File: src/rtl/alu.sv
// alu -- bit-serial, multi-cycle N-bit ALU.
//
// Each operation takes N clock steps after its start edge. Add and subtract
// use a single full adder plus a carry flop. Logic ops produce one result bit
// per step. Shifts move y one position per step. Multiply is shift-add and
// yields a 2N-bit product in {y_ext, y}.
//
// Optional feature: define ALU_MUL_EN to build the multiply datapath. When it
// is not defined, opcode 111 still runs N busy cycles and ends with y=0,
// y_ext=0 and ovf=0.
//
// Ports:
//   inp     start strobe; a high sample on a rising edge starts (or restarts)
//           an operation, capturing opcode, a and b
//   clk     clock, rising edge
//   opcode  000 add, 001 sub, 010 and, 011 or, 100 not, 101 shl, 110 shr,
//           111 mul
//   a, b    N-bit operands
//   y_ext   high half of the multiply product, 0 for every other op
//   y       N-bit result (low half of the product for multiply)
//   ovf     add carry-out / subtract borrow, 0 for every other op
//   rst     synchronous active-high reset; has priority over inp
module alu #(
  parameter int N = 4
) (
  input  logic         inp,
  input  logic         clk,
  input  logic [2:0]   opcode,
  input  logic [N-1:0] a,
  input  logic [N-1:0] b,
  output logic [N-1:0] y_ext,
  output logic [N-1:0] y,
  output logic         ovf,
  input  logic         rst
);

  localparam int CW = $clog2(N) + 1;

  localparam logic [2:0] OP_ADD = 3'b000;
  localparam logic [2:0] OP_SUB = 3'b001;
  localparam logic [2:0] OP_AND = 3'b010;
  localparam logic [2:0] OP_OR  = 3'b011;
  localparam logic [2:0] OP_NOT = 3'b100;
  localparam logic [2:0] OP_SHL = 3'b101;
  localparam logic [2:0] OP_SHR = 3'b110;
  localparam logic [2:0] OP_MUL = 3'b111;

  logic [N-1:0]  a_sr;
  logic [N-1:0]  b_sr;
  logic [2:0]    op_r;
  logic          carry;
  logic [CW-1:0] cnt;
  logic          busy;

  logic [N-1:0]  y_nxt;
  logic [N-1:0]  y_ext_nxt;
  logic          carry_nxt;
  logic          res_bit;
  logic          last_step;
`ifdef ALU_MUL_EN
  logic [N:0]    mul_sum;
`endif

  function automatic logic fa_sum(input logic x, input logic z, input logic ci);
    return x ^ z ^ ci;
  endfunction

  function automatic logic fa_carry(input logic x, input logic z, input logic ci);
    return (x & z) | (x & ci) | (z & ci);
  endfunction

  assign last_step = (cnt == CW'(1));

  // Step datapath: next value of y / y_ext / carry for the current opcode.
  always_comb begin
    y_nxt     = y;
    y_ext_nxt = y_ext;
    carry_nxt = carry;
    res_bit   = 1'b0;
`ifdef ALU_MUL_EN
    mul_sum   = '0;
`endif
    case (op_r)
      OP_ADD, OP_SUB: begin
        // Subtract was set up at start as a + ~b + 1.
        res_bit   = fa_sum(a_sr[0], b_sr[0], carry);
        carry_nxt = fa_carry(a_sr[0], b_sr[0], carry);
        y_nxt     = {res_bit, y[N-1:1]};
      end
      OP_AND: begin
        res_bit = a_sr[0] & b_sr[0];
        y_nxt   = {res_bit, y[N-1:1]};
      end
      OP_OR: begin
        res_bit = a_sr[0] | b_sr[0];
        y_nxt   = {res_bit, y[N-1:1]};
      end
      OP_NOT: begin
        res_bit = ~a_sr[0];
        y_nxt   = {res_bit, y[N-1:1]};
      end
      OP_SHL: y_nxt = {y[N-2:0], 1'b0};
      OP_SHR: y_nxt = {1'b0, y[N-1:1]};
      OP_MUL: begin
`ifdef ALU_MUL_EN
        // y holds the multiplier bits still to be consumed (LSB first);
        // the product grows down from y_ext into y as it shifts right.
        mul_sum   = {1'b0, y_ext} + (y[0] ? {1'b0, a_sr} : '0);
        y_ext_nxt = mul_sum[N:1];
        y_nxt     = {mul_sum[0], y[N-1:1]};
`endif
      end
      default: ;
    endcase
  end

  // Control and result registers.
  always_ff @(posedge clk) begin
    if (rst) begin
      busy  <= 1'b0;
      cnt   <= '0;
      carry <= 1'b0;
      y     <= '0;
      y_ext <= '0;
      ovf   <= 1'b0;
    end else if (inp) begin
      a_sr  <= a;
      b_sr  <= (opcode == OP_SUB) ? ~b : b;
      op_r  <= opcode;
      carry <= (opcode == OP_SUB);
      cnt   <= CW'(N);
      busy  <= 1'b1;
      ovf   <= 1'b0;
      y_ext <= '0;
      case (opcode)
        OP_SHL, OP_SHR: y <= a;
`ifdef ALU_MUL_EN
        OP_MUL:         y <= b;
`endif
        default:        y <= '0;
      endcase
    end else if (busy) begin
      cnt   <= cnt - CW'(1);
      if (last_step) busy <= 1'b0;
      // The multiplicand must stay put; every other op consumes A/B LSB first.
      if (op_r != OP_MUL) begin
        a_sr <= a_sr >> 1;
        b_sr <= b_sr >> 1;
      end
      carry <= carry_nxt;
      y     <= y_nxt;
      y_ext <= y_ext_nxt;
      if (last_step && op_r == OP_ADD) ovf <= carry_nxt;
      if (last_step && op_r == OP_SUB) ovf <= ~carry_nxt;
    end
  end

endmodule

File: config.mk
export PLATFORM = sky130hd
export DESIGN_NAME = alu
export DESIGN_NICKNAME = d
export VERILOG_FILES = /design/src/rtl/alu.sv
export SDC_FILE = /design/constraint.sdc
export NUM_CORES = 1
export LEC_CHECK = 0
export ABC_AREA = 1
export BUFFER_PORTS_ARGS = -buffer_cell sky130_fd_sc_hd__buf_2
export CAP_MARGIN = 20
export CORE_ASPECT_RATIO = 1.5
export CORE_MARGIN = 2
export CORE_UTILIZATION = 40
export CTS_CLUSTER_DIAMETER = 150
export DETAILED_ROUTE_END_ITERATION = 6
export GPL_TIMING_DRIVEN = 0
export PLACE_DENSITY = 0.64
export SETUP_SLACK_MARGIN = 0.5
export SLEW_MARGIN = 10
export SYNTH_ARGS = -nofsm -noshare
export SYNTH_HDL_FRONTEND = slang
export SYNTH_SLANG_ARGS = --single-unit
export TNS_END_PERCENT = 5
File: constraint.sdc
create_clock -name clk -period 1.7 [get_ports clk]
set_input_delay 0.255 -clock clk [delete_from_list [all_inputs] [get_ports clk]]
set_output_delay 0.255 -clock clk [all_outputs]
set_load 0.02 [all_outputs]
-- After elaboration in Yosys (flattened, before gate mapping)
Index checks and enable logic that the tools add are counted.
- register bits: 21
- input port bits: 14
- output and inout port bits: 9
- $add $sub $neg: 1
- equality and inequality tests: 11
- muxes and demuxes: 21
- bitwise gates (word level): 12
- reduce and logical (&&, ||, !) cells: 14
- operators with widths (cell ; number):
    two-way mux 4 bit ; 10
    one-hot mux 4 bit (6 select lines) ; 1
    == test 3 bit (second input constant) ; 5
    == test 3 x 1 -> 1 bit (second input constant) ; 3
    two-way mux 1 bit ; 8
    nonzero test 7 bit ; 1
    == test 3 x 2 -> 1 bit (second input constant) ; 2
    two-way mux 3 bit ; 2
    AND reduction 2 bit ; 3
    nonzero test 2 bit ; 3
    OR reduction 2 bit ; 3
    NOT 4 bit ; 1
    AND 1 bit ; 3
    logical NOT 3 bit ; 1
    inequality test 3 bit (second input constant) ; 1
    NOT 1 bit ; 3
    OR 1 bit ; 3
    AND reduction 3 bit ; 1
    subtractor 3 x 1 -> 3 bit (second input constant) ; 1
    logical AND 1 bit ; 2
    XOR 1 bit ; 2

-- Longest topological paths before layout
Gate-level depths: netlist (run 1).
- depth after elaboration: 6
- mapped depth: 10
- depth with buffers taken out: 9

-- Worst setup path before layout (run 1)
OpenSTA, ideal clock, no wires.
- path kind: flip-flop to flip-flop
- from: register op_r[1]
- to: register a_sr[0] (enable)
- library setup time: 371 ps
- arrival: 1036 ps
- data required time: 1329 ps
- setup slack: 293 ps
- stages on the path, launching flop included: 5
- path buffers: 1
- period minus slack after synthesis: 1407 ps
- path through: edfxtp_1 > buf_6 > nand2_4 > o21ai_4 > nor2_1
- word-level cells in the longest chain between the ends: 3
- ends and longest elaborated chain (item ; line ; text):
    start: declaration ; 50 ; logic [2:0] op_r;
    start signal: assignment ; 129 ; op_r <= opcode;
    inequality test 3 bit ; 146 ; if (op_r != OP_MUL) begin
    nonzero test 2 bit (no line) ; - ;
    AND reduction 3 bit (no line) ; - ;
    end signal: assignment ; 147 ; a_sr <= a_sr >> 1;
    end: declaration ; 48 ; logic [N-1:0] a_sr;
No other way between the ends.
A chain may end at the register's enable or synchronous reset.

-- Worst setup path in the final report (run 1)
- from: register b_sr[0]
- to: register ovf
- word-level cells in the longest chain between the ends: 6
- elaborated cells on any way between the ends: 8
- ends and longest elaborated chain (item ; line ; text):
    start: declaration ; 49 ; logic [N-1:0] b_sr;
    start signal: assignment ; 128 ; b_sr <= (opcode == OP_SUB) ? ~b : b;
    start signal: assignment ; 148 ; b_sr <= b_sr >> 1;
    AND 1 bit ; 69 ; return (x & z) | (x & ci) | (z & ci);
    OR 1 bit ; 69 ;
    OR 1 bit * ; 69 ;
    two-way mux 1 bit * ; 83 ; case (op_r)
    two-way mux 1 bit / NOT 1 bit (equally long branches) ; 153, 154 ;
    two-way mux 1 bit * ; 154 ; if (last_step && op_r == OP_SUB) ovf <= ~carry_nxt;
    end signal: assignment ; 153 ; if (last_step && op_r == OP_ADD) ovf <= carry_nxt;
    end signal: assignment ; 154 ;
    end: declaration ; 33 ; output logic ovf,
Every way passes the cells marked *; elsewhere a longest branch is shown, timed or not. The select of a mux whose other input is x is not followed.

==> results of run 1 <==
==> worst paths after layout <==
kind | start | to | cells after the start
worst max register to register | b_sr[0] | ovf | 6
worst max-delay path | b_sr[0] | ovf | 6
worst min-delay path | opcode[2] | op_r[2] | 1
worst min register to register | a_sr[1] | a_sr[0] | 2
==> worst max-delay path, cell delays in order (launching register included) <==
cell      delay (ns)
edfxtp_1        0.46
fa_2            0.35
nand2_1         0.07
nand2_1         0.08
xnor2_1         0.13
o21ai_1         0.11
inv_1           0.04
==> kinds of logic (layout without fill, tap and decap cells) <==
logic type	after synthesis	after routing
adders and majority gates	5	5
buffers and inverters	34	56
other	1	4
AOI/OAI and AO/OA	27	27
DFF	21	21
xor gates and xnor gates	2	2
and+or+nand+nor	75	75
==> layout make-up <==
class | instances | area, µm² | area share [%]
sequential | 21 | 531 | 35.3
timing repair buffer | 18 | 90.1 | 6.00
clock inverter | 1 | 5.00 | 0.333
inverter | 25 | 98.8 | 6.58
tap | 40 | 50.0 | 3.33
multi-input combinational | 113 | 604 | 40.2
clock buffer | 3 | 41.3 | 2.75
buffer | 9 | 82.6 | 5.50
==> metrics by stage <==
step	cells	cell area (µm²)	worst slack [ns]	util, %
2_1_floorplan	168	1310	0.426	-
3_3_place_gp	226	1450	0.262	46.4
3_5_place_dp	226	1450	0.252	46.4
4_1_cts	230	1500	0.360	48.0
5_1_grt	230	1500	0.279	48.0
6_report	230	1500	0.356	48.0
==> repair_timing <==
item,in CTS,in global routing
pin swaps,1,0
gates resized for setup,1,0
endpoints found under the setup margin,11,15
hold buffers,0,0
setup buffers,0,0
==> layer usage <==
layer,vias up,wire [µm]
met4,0,44
met3,6,107
li1,563,-
met1,485,1030
met5,-,0
met2,36,1390
==> cell usage in the layout (no fill, tap or decap), drive strengths merged, types with 3 or more instances in the layout <==
cell type and count:
ha 4, a21oi 8, nand3 8, nor2 16, nand2 49, inv 25
dfxtp 10, conb 4, buf 27, clkbuf 3, o21ai 13, edfxtp 11
==> where the power goes <==
| group | switching (mW) | internal (mW) | total (mW) |
|---|---|---|---|
| Sequential | 0.0244 | 0.572 | 0.597 |
| Combinational | 0.146 | 0.0917 | 0.238 |
| Clock | 0.157 | 0.163 | 0.320 |
==> sequential cells by signal, indices dropped and copies added (netlist names) <==
register and cells:
ovf 1, busy 1, y 4, a_sr 4, b_sr 4, cnt 3
op_r 3, carry 1
==> Yosys cell counts (all sizes together) <==
library cell   n  area share (%)
ha             4             3.9
nor2          16             5.2
a31oi          2            0.97
a21oi          8             3.4
xnor2          2             1.4
edfxtp        11              26
o21ai         13             5.9
dfxtp         10              15
buf            9             6.4
o21a           1            0.58
a211oi         2             1.2
nand3          8             4.1
inv           25             7.6
a21boi         1            0.58
conb           1            0.29
nand2         49              15
fa             1             1.5
nand4          2            0.97
==> results.py, run 1 <==
metrics = {
    "grt": {
        "grtUsageMet1_pct": 16.0,
        "grtUsageTotal_pct": 15.1,
        "antenna_found_initial": 0,
        "met3_usage_pct": 2.03,
        "overflow": 0,
        "grt.met2_usage_pct": 29.4,
        "grt_max_degree": 13,
        "grt_pass1_vias": 1058,
        "grt_pass1_wl_mm": 4.39,
        "grt_most_used_layer": "met2",
    },
    "flow_run": {
        "drv_cap": 0,
    },
    "outcome": {
        "status": "complete, no violations",
    },
    "setup_path": {
        "endpoint_kind": "flop",
        "reg2reg_slack_ns": 0.36,
        "crit_fanout": 3,
        "arrival_ns": 1.50,
        "path_class": "reg2reg",
        "required_ns": 1.86,
        "worstSetupStartpointType": "flop",
    },
    "synth": {
        "synth_area_um2": 1290,
        "muxShareOfSynthArea_pct": 0,
        "yosys_warnings": 0,
        "synth-seq-area-share_pct": 41.0,
        "yosys.cell_types.count": 28,
        "synthAdderAreaFrac_pct": 5.41,
        "synth-simple-area-share_pct": 25.4,
        "synth-seq-cells": 21,
        "synth_cells": 165,
        "synthXorXnorAreaFrac_pct": 1.35,
        "synth_top_family_by_area": "simple AND/OR/NAND/NOR gates",
        "synth_compound_area_share_pct": 12.6,
        "syn_avg_cell_area_um2": 7.85,
    },
    "clock_network": {
        "numCtsBuffers": 3,
        "cts_sinks": 21,
        "clk_latency_ns": 0.26,
        "cts_tree": "done",
        "cts_root_buffer": "clkbuf_8",
        "h-tree-depth": 1,
        "cts_buffer_depth": 2,
        "cts.clk_slew.worst_paths_ns": 0.08,
    },
    "routing": {
        "drt_iter0_drc": 30,
        "via_per_inst": 4.74,
        "drcViolationCount": 0,
        "drt.antenna.violating_nets": 0,
        "wl_per_cell_um": 11.2,
        "dr.pass1.iters": 4,
        "num_vias": 1090,
        "drt-total-wl_mm": 2.57,
    },
    "die": {
        "die_area_um2": 3720,
        "start_util_pct": 41.4,
        "die_y_um": 73.7,
        "fp.dieW_um": 50.5,
        "io_pins": 23,
        "core-area_um2": 3130,
        "rows": 25,
    },
    "power_and_ir_drop": {
        "p_leak_nw": 0.745,
        "ir_worst_vdd_uv": 525,
        "p_total_mw": 1.15,
        "p_per_area_nw_per_um2": 768,
    },
    "sta": {
        "rsz0062_at_grt": "yes",
        "layout_min_cycle_time_ns": 1.34,
        "skew_ns": 0.00549,
        "drv_slew": 0,
        "hold_violations": 0,
        "fmax_mhz": 744,
        "period_share_pct": 79.0,
        "setup_viol": 0,
        "hold_slack_ns": 0.202,
        "setup_tns_ns": 0,
    },
    "final_layout": {
        "areaGrowthSynthToFinish_pct": 16.0,
        "n_fill_cell": 319,
        "drive_gt1_share_pct": 23.7,
        "diodes": 0,
        "final_nets": 210,
    },
    "hold_path": {
        "min-delay-path-class": "in2reg",
    },
    "place": {
        "io_buffers": 18,
        "dp_hpwl_mm": 2.06,
        "gp_routability_congestion": 0.824,
    },
}
(Power assumes the default switching activity.)
==> inputs of run 2 (changes only) <==
- PLACE_DENSITY: 0.64 -> 0.67
- clock period: 1.7 -> 1.1 ns (I/O delays scaled with it)
==> run 2 against run 1 <==
The run now ends with negative setup slack left; worst hold slack got worse by 0.091 ns; flip-flop and latch count stayed put; maximum frequency decreased by 0.80%; largest cell class unchanged.
==> results.py, run 2 (synthesis gave the netlist of run 1 again) <==
metrics = {
    "outcome": {
        "status": "finished with violations",
        "violations": "negative setup slack",
    },
    "place": {
        "gp_routability_congestion": 0.734,
        "dp_hpwl_mm": 1.86,
        "io_buffers": 18,
        "dp.cells": 226,
    },
    "power_and_ir_drop": {
        "seqPwrFrac_pct": 51.2,
        "p_total_mw": 1.81,
        "p_per_area_nw_per_um2": 1150,
        "p_leak_nw": 0.748,
        "power.share.clock_pct": 27.4,
        "p_int_mw": 1.30,
        "ir_worst_vdd_uv": 1170,
        "combinationalPowerShare_pct": 21.4,
        "p_sw_uw": 516,
        "sw_frac_of_total_pct": 28.4,
    },
    "final_layout": {
        "final_common_cell": "nand2_1",
        "fin_util_pct": 50.4,
        "final_nets": 210,
        "layoutNonFillerInstCount": 230,
        "layout_common_cells": "nand2_1 (42), inv_1 (17), buf_2 (15)",
        "areaGrowthSynthToFinish_pct": 21.6,
        "reg_top3": "a_sr: 4 flops, b_sr: 4 flops, y: 4 flops",
        "diodes": 0,
        "drive_gt1_share_pct": 33.2,
    },
    "routing": {
        "wl_per_cell_um": 10.7,
        "via_per_inst": 4.63,
        "num_vias": 1064,
        "dr.pass1.iters": 4,
        "drt.antenna.violating_nets": 0,
        "drt_iter0_drc": 27,
        "drt-total-wl_mm": 2.46,
        "drcViolationCount": 0,
    },
    "sta": {
        "drv_slew": 0,
        "period_share_pct": 123,
        "fmax_mhz": 738,
        "layout_min_cycle_time_ns": 1.35,
        "skew_ns": 0.00121,
        "setup_viol": 14,
        "hold_violations": 0,
        "rsz0062_at_grt": "yes",
        "setup_slack_ns": -0.255,
    },
    "setup_path": {
        "cpMostUsedCell": "nand2_2",
        "worstSetupStartpointType": "flop",
        "endpoint_kind": "flop",
        "path_class": "reg2reg",
        "crit_slowest_cell": "edfxtp_1",
        "arrival_ns": 1.51,
        "required_ns": 1.26,
        "crit_chain": "fa_2, nand2_2, nand2_2, xnor2_1, o21ai_1, inv_1",
        "crit_fanout": 3,
        "critPathMaxStageDelay_ns": 0.45,
    },
    "clock_network": {
        "h-tree-depth": 1,
        "clk_latency_ns": 0.25,
        "cts_root_buffer": "clkbuf_8",
        "cts.clk_slew.worst_paths_ns": 0.07,
        "cts_buffer_depth": 2,
        "cts_sinks": 21,
        "cts_tree": "done",
        "cts_setup_buffers": 0,
        "numCtsBuffers": 3,
        "cts-hold-fix-buffers": 0,
    },
    "grt": {
        "grt_max_degree": 12,
        "grt_pass1_vias": 1017,
        "grtUsageTotal_pct": 14.4,
        "antenna_found_initial": 0,
        "grt_pass1_wl_mm": 4.17,
        "overflow": 0,
    },
    "die": {
        "die_y_um": 73.7,
        "io_pins": 23,
        "rows": 25,
        "die_area_um2": 3720,
        "core-area_um2": 3130,
        "fp.dieW_um": 50.5,
        "start_util_pct": 41.4,
    },
    "flow_run": {
        "drv_cap": 0,
    },
    "hold_path": {
        "min-delay-path-class": "in2reg",
    },
}
run 2: final timing paths:
kind / from / endpoint / slack (ns) / cells past startpoint
max: a_sr[0] / ovf / -0.25 / 6
min: opcode[1] / op_r[1] / 0.11 / 1
max reg2reg: a_sr[0] / ovf / -0.25 / 6
min reg2reg: cnt[0] / cnt[0] / 0.50 / 2
run 2: what timing repair did:
item	4_1_cts	5_1_grt
resized for setup	23	7
endpoints found under the hold margin	0	0
cloned	0	0
setup endpoints to repair	33	33
pin swaps	9	4
run 2: routing by layer:
layer  global-route usage [%]  part of all wire, %  vias up
li1                         -                    -      564
met1                     16.2                   42      477
met2                     27.0                   53       19
met3                     2.24                  3.5        4
met4                     4.80                  1.4        0
met5                        0                    0        -
run 2: critical path, delay by kind of cell, from the launching register on:
family | cells | cell delay, ns
compound gates | 1 | 0.12
xor+xnor | 1 | 0.14
fa+ha+maj | 1 | 0.38
buf+inv | 1 | 0.04
flops | 1 | 0.45
simple gates | 2 | 0.13
run 2: through the flow:
stage / worst slack, ns / hold slack [ns] / area [µm²] / TNS [ns]
after global routing: -0.318 / 0.117 / 1580 / -2.81
after global placement: -0.337 / 0.373 / 1450 / -3.80
after CTS: -0.250 / 0.109 / 1560 / -1.97
after floorplan: -0.174 / 0.234 / 1310 / -1.58
after detailed placement: -0.341 / 0.374 / 1450 / -4.06
final: -0.255 / 0.110 / 1580 / -1.78
run 2: layout make-up:
type | instances | area, µm²
well taps | 40 | 50.0
plain buffers | 9 | 82.6
clock buffers | 4 | 45.0
multi-input cells | 113 | 664
fillers | 316 | 1550
flip-flops and latches | 21 | 534
repair buffers | 18 | 97.6
inverters | 25 | 101
run 2: power groups by stage:
stage               Sequential [mW]  Combinational, mW  Clock (mW)
floorplan                     0.948              0.255           0
global placement              0.939              0.357           0
detailed placement            0.940              0.359           0
CTS                           0.928              0.384       0.504
global route                  0.934              0.436       0.537
finish                        0.928              0.389       0.497
==> inputs of run 3 (changes only) <==
- BUFFER_PORTS_ARGS: -buffer_cell sky130_fd_sc_hd__buf_2 -> default
- DONT_BUFFER_PORTS: default -> 1
- PLACE_DENSITY: 0.67 -> 0.6
- SETUP_SLACK_MARGIN: 0.5 -> default
==> run 3 against run 2 <==
The run still ends with negative setup slack left; clock skew rose by 0.0021 ns; sequential power rose by 2%; die area did not move; clock-buffer cell count did not move; critical path depth did not move; flip-flop and latch count did not move; critical endpoint unchanged; highest routed layer unchanged.
==> results.py, run 3 (synthesis gave the netlist of run 1 again) <==
metrics = {
    "sta": {
        "fmax_mhz": 752,
        "setup_slack_ns": -0.230,
        "layout_min_cycle_time_ns": 1.33,
        "rsz0062_at_grt": "yes",
        "hold_slack_ns": 0.0977,
        "skew_ns": 0.00334,
        "hold_violations": 0,
        "drv_slew": 0,
        "period_share_pct": 121,
        "setup_viol": 14,
    },
    "hold_path": {
        "hold_path_end": "a_sr[2]",
        "whs_path_depth": 2,
        "min-delay-path-class": "in2reg",
        "min_from": "a[2]",
    },
    "setup_path": {
        "endpoint_kind": "flop",
        "reg2reg_to": "ovf",
        "r2r-start": "b_sr[0]",
        "arrival_ns": 1.49,
        "reg2reg_slack_ns": -0.23,
        "crit_family": "flip-flops",
        "path_buf_inv": 1,
        "path_class": "reg2reg",
        "r2r_cells": 6,
        "worstSetupStartpointType": "flop",
        "required_ns": 1.26,
        "crit_slowest_cell": "edfxtp_1",
        "crit_chain": "fa_2, nand2_1, nand2_2, xnor2_1, o21ai_1, inv_1",
        "critPathMaxStageDelay_ns": 0.44,
        "crit_fanout": 3,
    },
    "place": {
        "io_buffers": 0,
        "post_dp_cell_area_um2": 1360,
        "dp.cells": 208,
        "gp_routability_congestion": 0.740,
        "dp_hpwl_mm": 1.98,
    },
    "die": {
        "core-area_um2": 3130,
        "rows": 25,
        "start_util_pct": 41.4,
        "die_y_um": 73.7,
        "fp.dieW_um": 50.5,
        "die_area_um2": 3720,
        "io_pins": 23,
    },
    "final_layout": {
        "n_fill_cell": 328,
        "final_area_um2": 1520,
        "areaGrowthSynthToFinish_pct": 17.1,
        "final_nets": 198,
        "final_common_cell": "nand2_1",
        "layoutNonFillerInstCount": 218,
        "layout_common_cells": "nand2_1 (45), inv_1 (17), nor2_1 (13)",
        "reg_top3": "a_sr: 4 flops, b_sr: 4 flops, y: 4 flops",
        "drive_gt1_share_pct": 22.5,
        "diodes": 0,
    },
    "power_and_ir_drop": {
        "ir_worst_vdd_uv": 821,
        "p_int_mw": 1.29,
        "p_sw_uw": 497,
        "power.share.clock_pct": 27.6,
        "p_leak_nw": 0.695,
        "combinationalPowerShare_pct": 19.4,
        "p_per_area_nw_per_um2": 1180,
        "sw_frac_of_total_pct": 27.9,
        "seqPwrFrac_pct": 53.0,
    },
    "outcome": {
        "status": "finished with violations",
        "violations": "negative setup slack",
    },
    "grt": {
        "grtUsageTotal_pct": 15.7,
        "overflow": 0,
        "antenna_found_initial": 0,
        "grt_pass1_wl_mm": 4.53,
        "grt_max_degree": 12,
        "grt_pass1_vias": 1091,
    },
    "routing": {
        "num_vias": 1050,
        "drt-total-wl_mm": 2.53,
        "drt_iter0_drc": 7,
        "dr.pass1.iters": 2,
        "drt.antenna.violating_nets": 0,
        "via_per_inst": 4.82,
        "drcViolationCount": 0,
        "wl_per_cell_um": 11.6,
    },
    "flow_run": {
        "drv_cap": 0,
    },
    "clock_network": {
        "clk_latency_ns": 0.26,
        "cts_root_buffer": "clkbuf_8",
        "h-tree-depth": 1,
        "cts_buffer_depth": 2,
        "cts.clk_slew.worst_paths_ns": 0.07,
        "cts_tree": "done",
        "numCtsBuffers": 3,
        "cts_sinks": 21,
    },
}
==> run 3: worst max path at each step <==
| stage | endpoint | slack, ns | cells after the start | startpoint |
|---|---|---|---|---|
| 2_1_floorplan | ovf | -0.17 | 6 | b_sr[0] |
| 3_3_place_gp | b_sr[1] | -0.32 | 4 | busy |
| 3_5_place_dp | b_sr[1] | -0.32 | 4 | busy |
| 4_1_cts | ovf | -0.24 | 6 | b_sr[0] |
| 5_1_grt | ovf | -0.32 | 6 | b_sr[0] |
| 6_report | ovf | -0.23 | 6 | b_sr[0] |
==> run 3: cell type report <==
| class | count | area (µm²) | share of cell area (%) |
|---|---|---|---|
| Clock buffer | 4 | 45.0 | 2.97 |
| Multi-Input combinational cell | 113 | 646 | 42.6 |
| Inverter | 25 | 101 | 6.68 |
| Sequential cell | 21 | 533 | 35.1 |
| Tap cell | 40 | 50.0 | 3.30 |
| Timing Repair Buffer | 6 | 58.8 | 3.88 |
| Buffer | 9 | 82.6 | 5.45 |
==> run 3: power by group through the flow <==
stage               combinational [mW]  clock, mW  sequential [mW]
floorplan                        0.255          0            0.948
global placement                 0.295          0            0.958
detailed placement               0.303          0            0.960
CTS                              0.331      0.513            0.943
global route                     0.391      0.534            0.951
finish                           0.345      0.492            0.945
==> run 3: worst reg2reg max path, stage by stage, from the launching register on <==
cell and delay (ns):
edfxtp_1 0.44, fa_2 0.35, nand2_1 0.08, nand2_2 0.06, xnor2_1 0.13, o21ai_1 0.12, inv_1 0.05
==> run 3: timing repair <==
action	in CTS	in global routing
pin swaps	4	3
resized for setup	6	14
endpoints found under the hold margin	5	0
buffers inserted	2	0
setup endpoints to repair	14	15
hold buffers	4	0
==> run 3: metrics by stage <==
stage / TNS, ns / util, % / setup WS (ns) / total power [mW]
5_1_grt: -2.71 / 48.5 / -0.317 / 1.88
2_1_floorplan: -1.58 / - / -0.174 / 1.20
3_3_place_gp: -3.27 / 43.5 / -0.315 / 1.25
3_5_place_dp: -3.43 / 43.5 / -0.320 / 1.26
6_report: -1.79 / 48.5 / -0.230 / 1.78
4_1_cts: -1.90 / 47.2 / -0.242 / 1.79
==> run 3: metal layers <==
layer / global-route usage [%] / vias to the layer above / share of wire (%)
met1: 16.5 / 484 / 38
li1: - / 543 / -
met2: 29.7 / 18 / 56
met4: 8.11 / 0 / 2.0
met5: 0 / - / 0
met3: 2.24 / 5 / 3.7
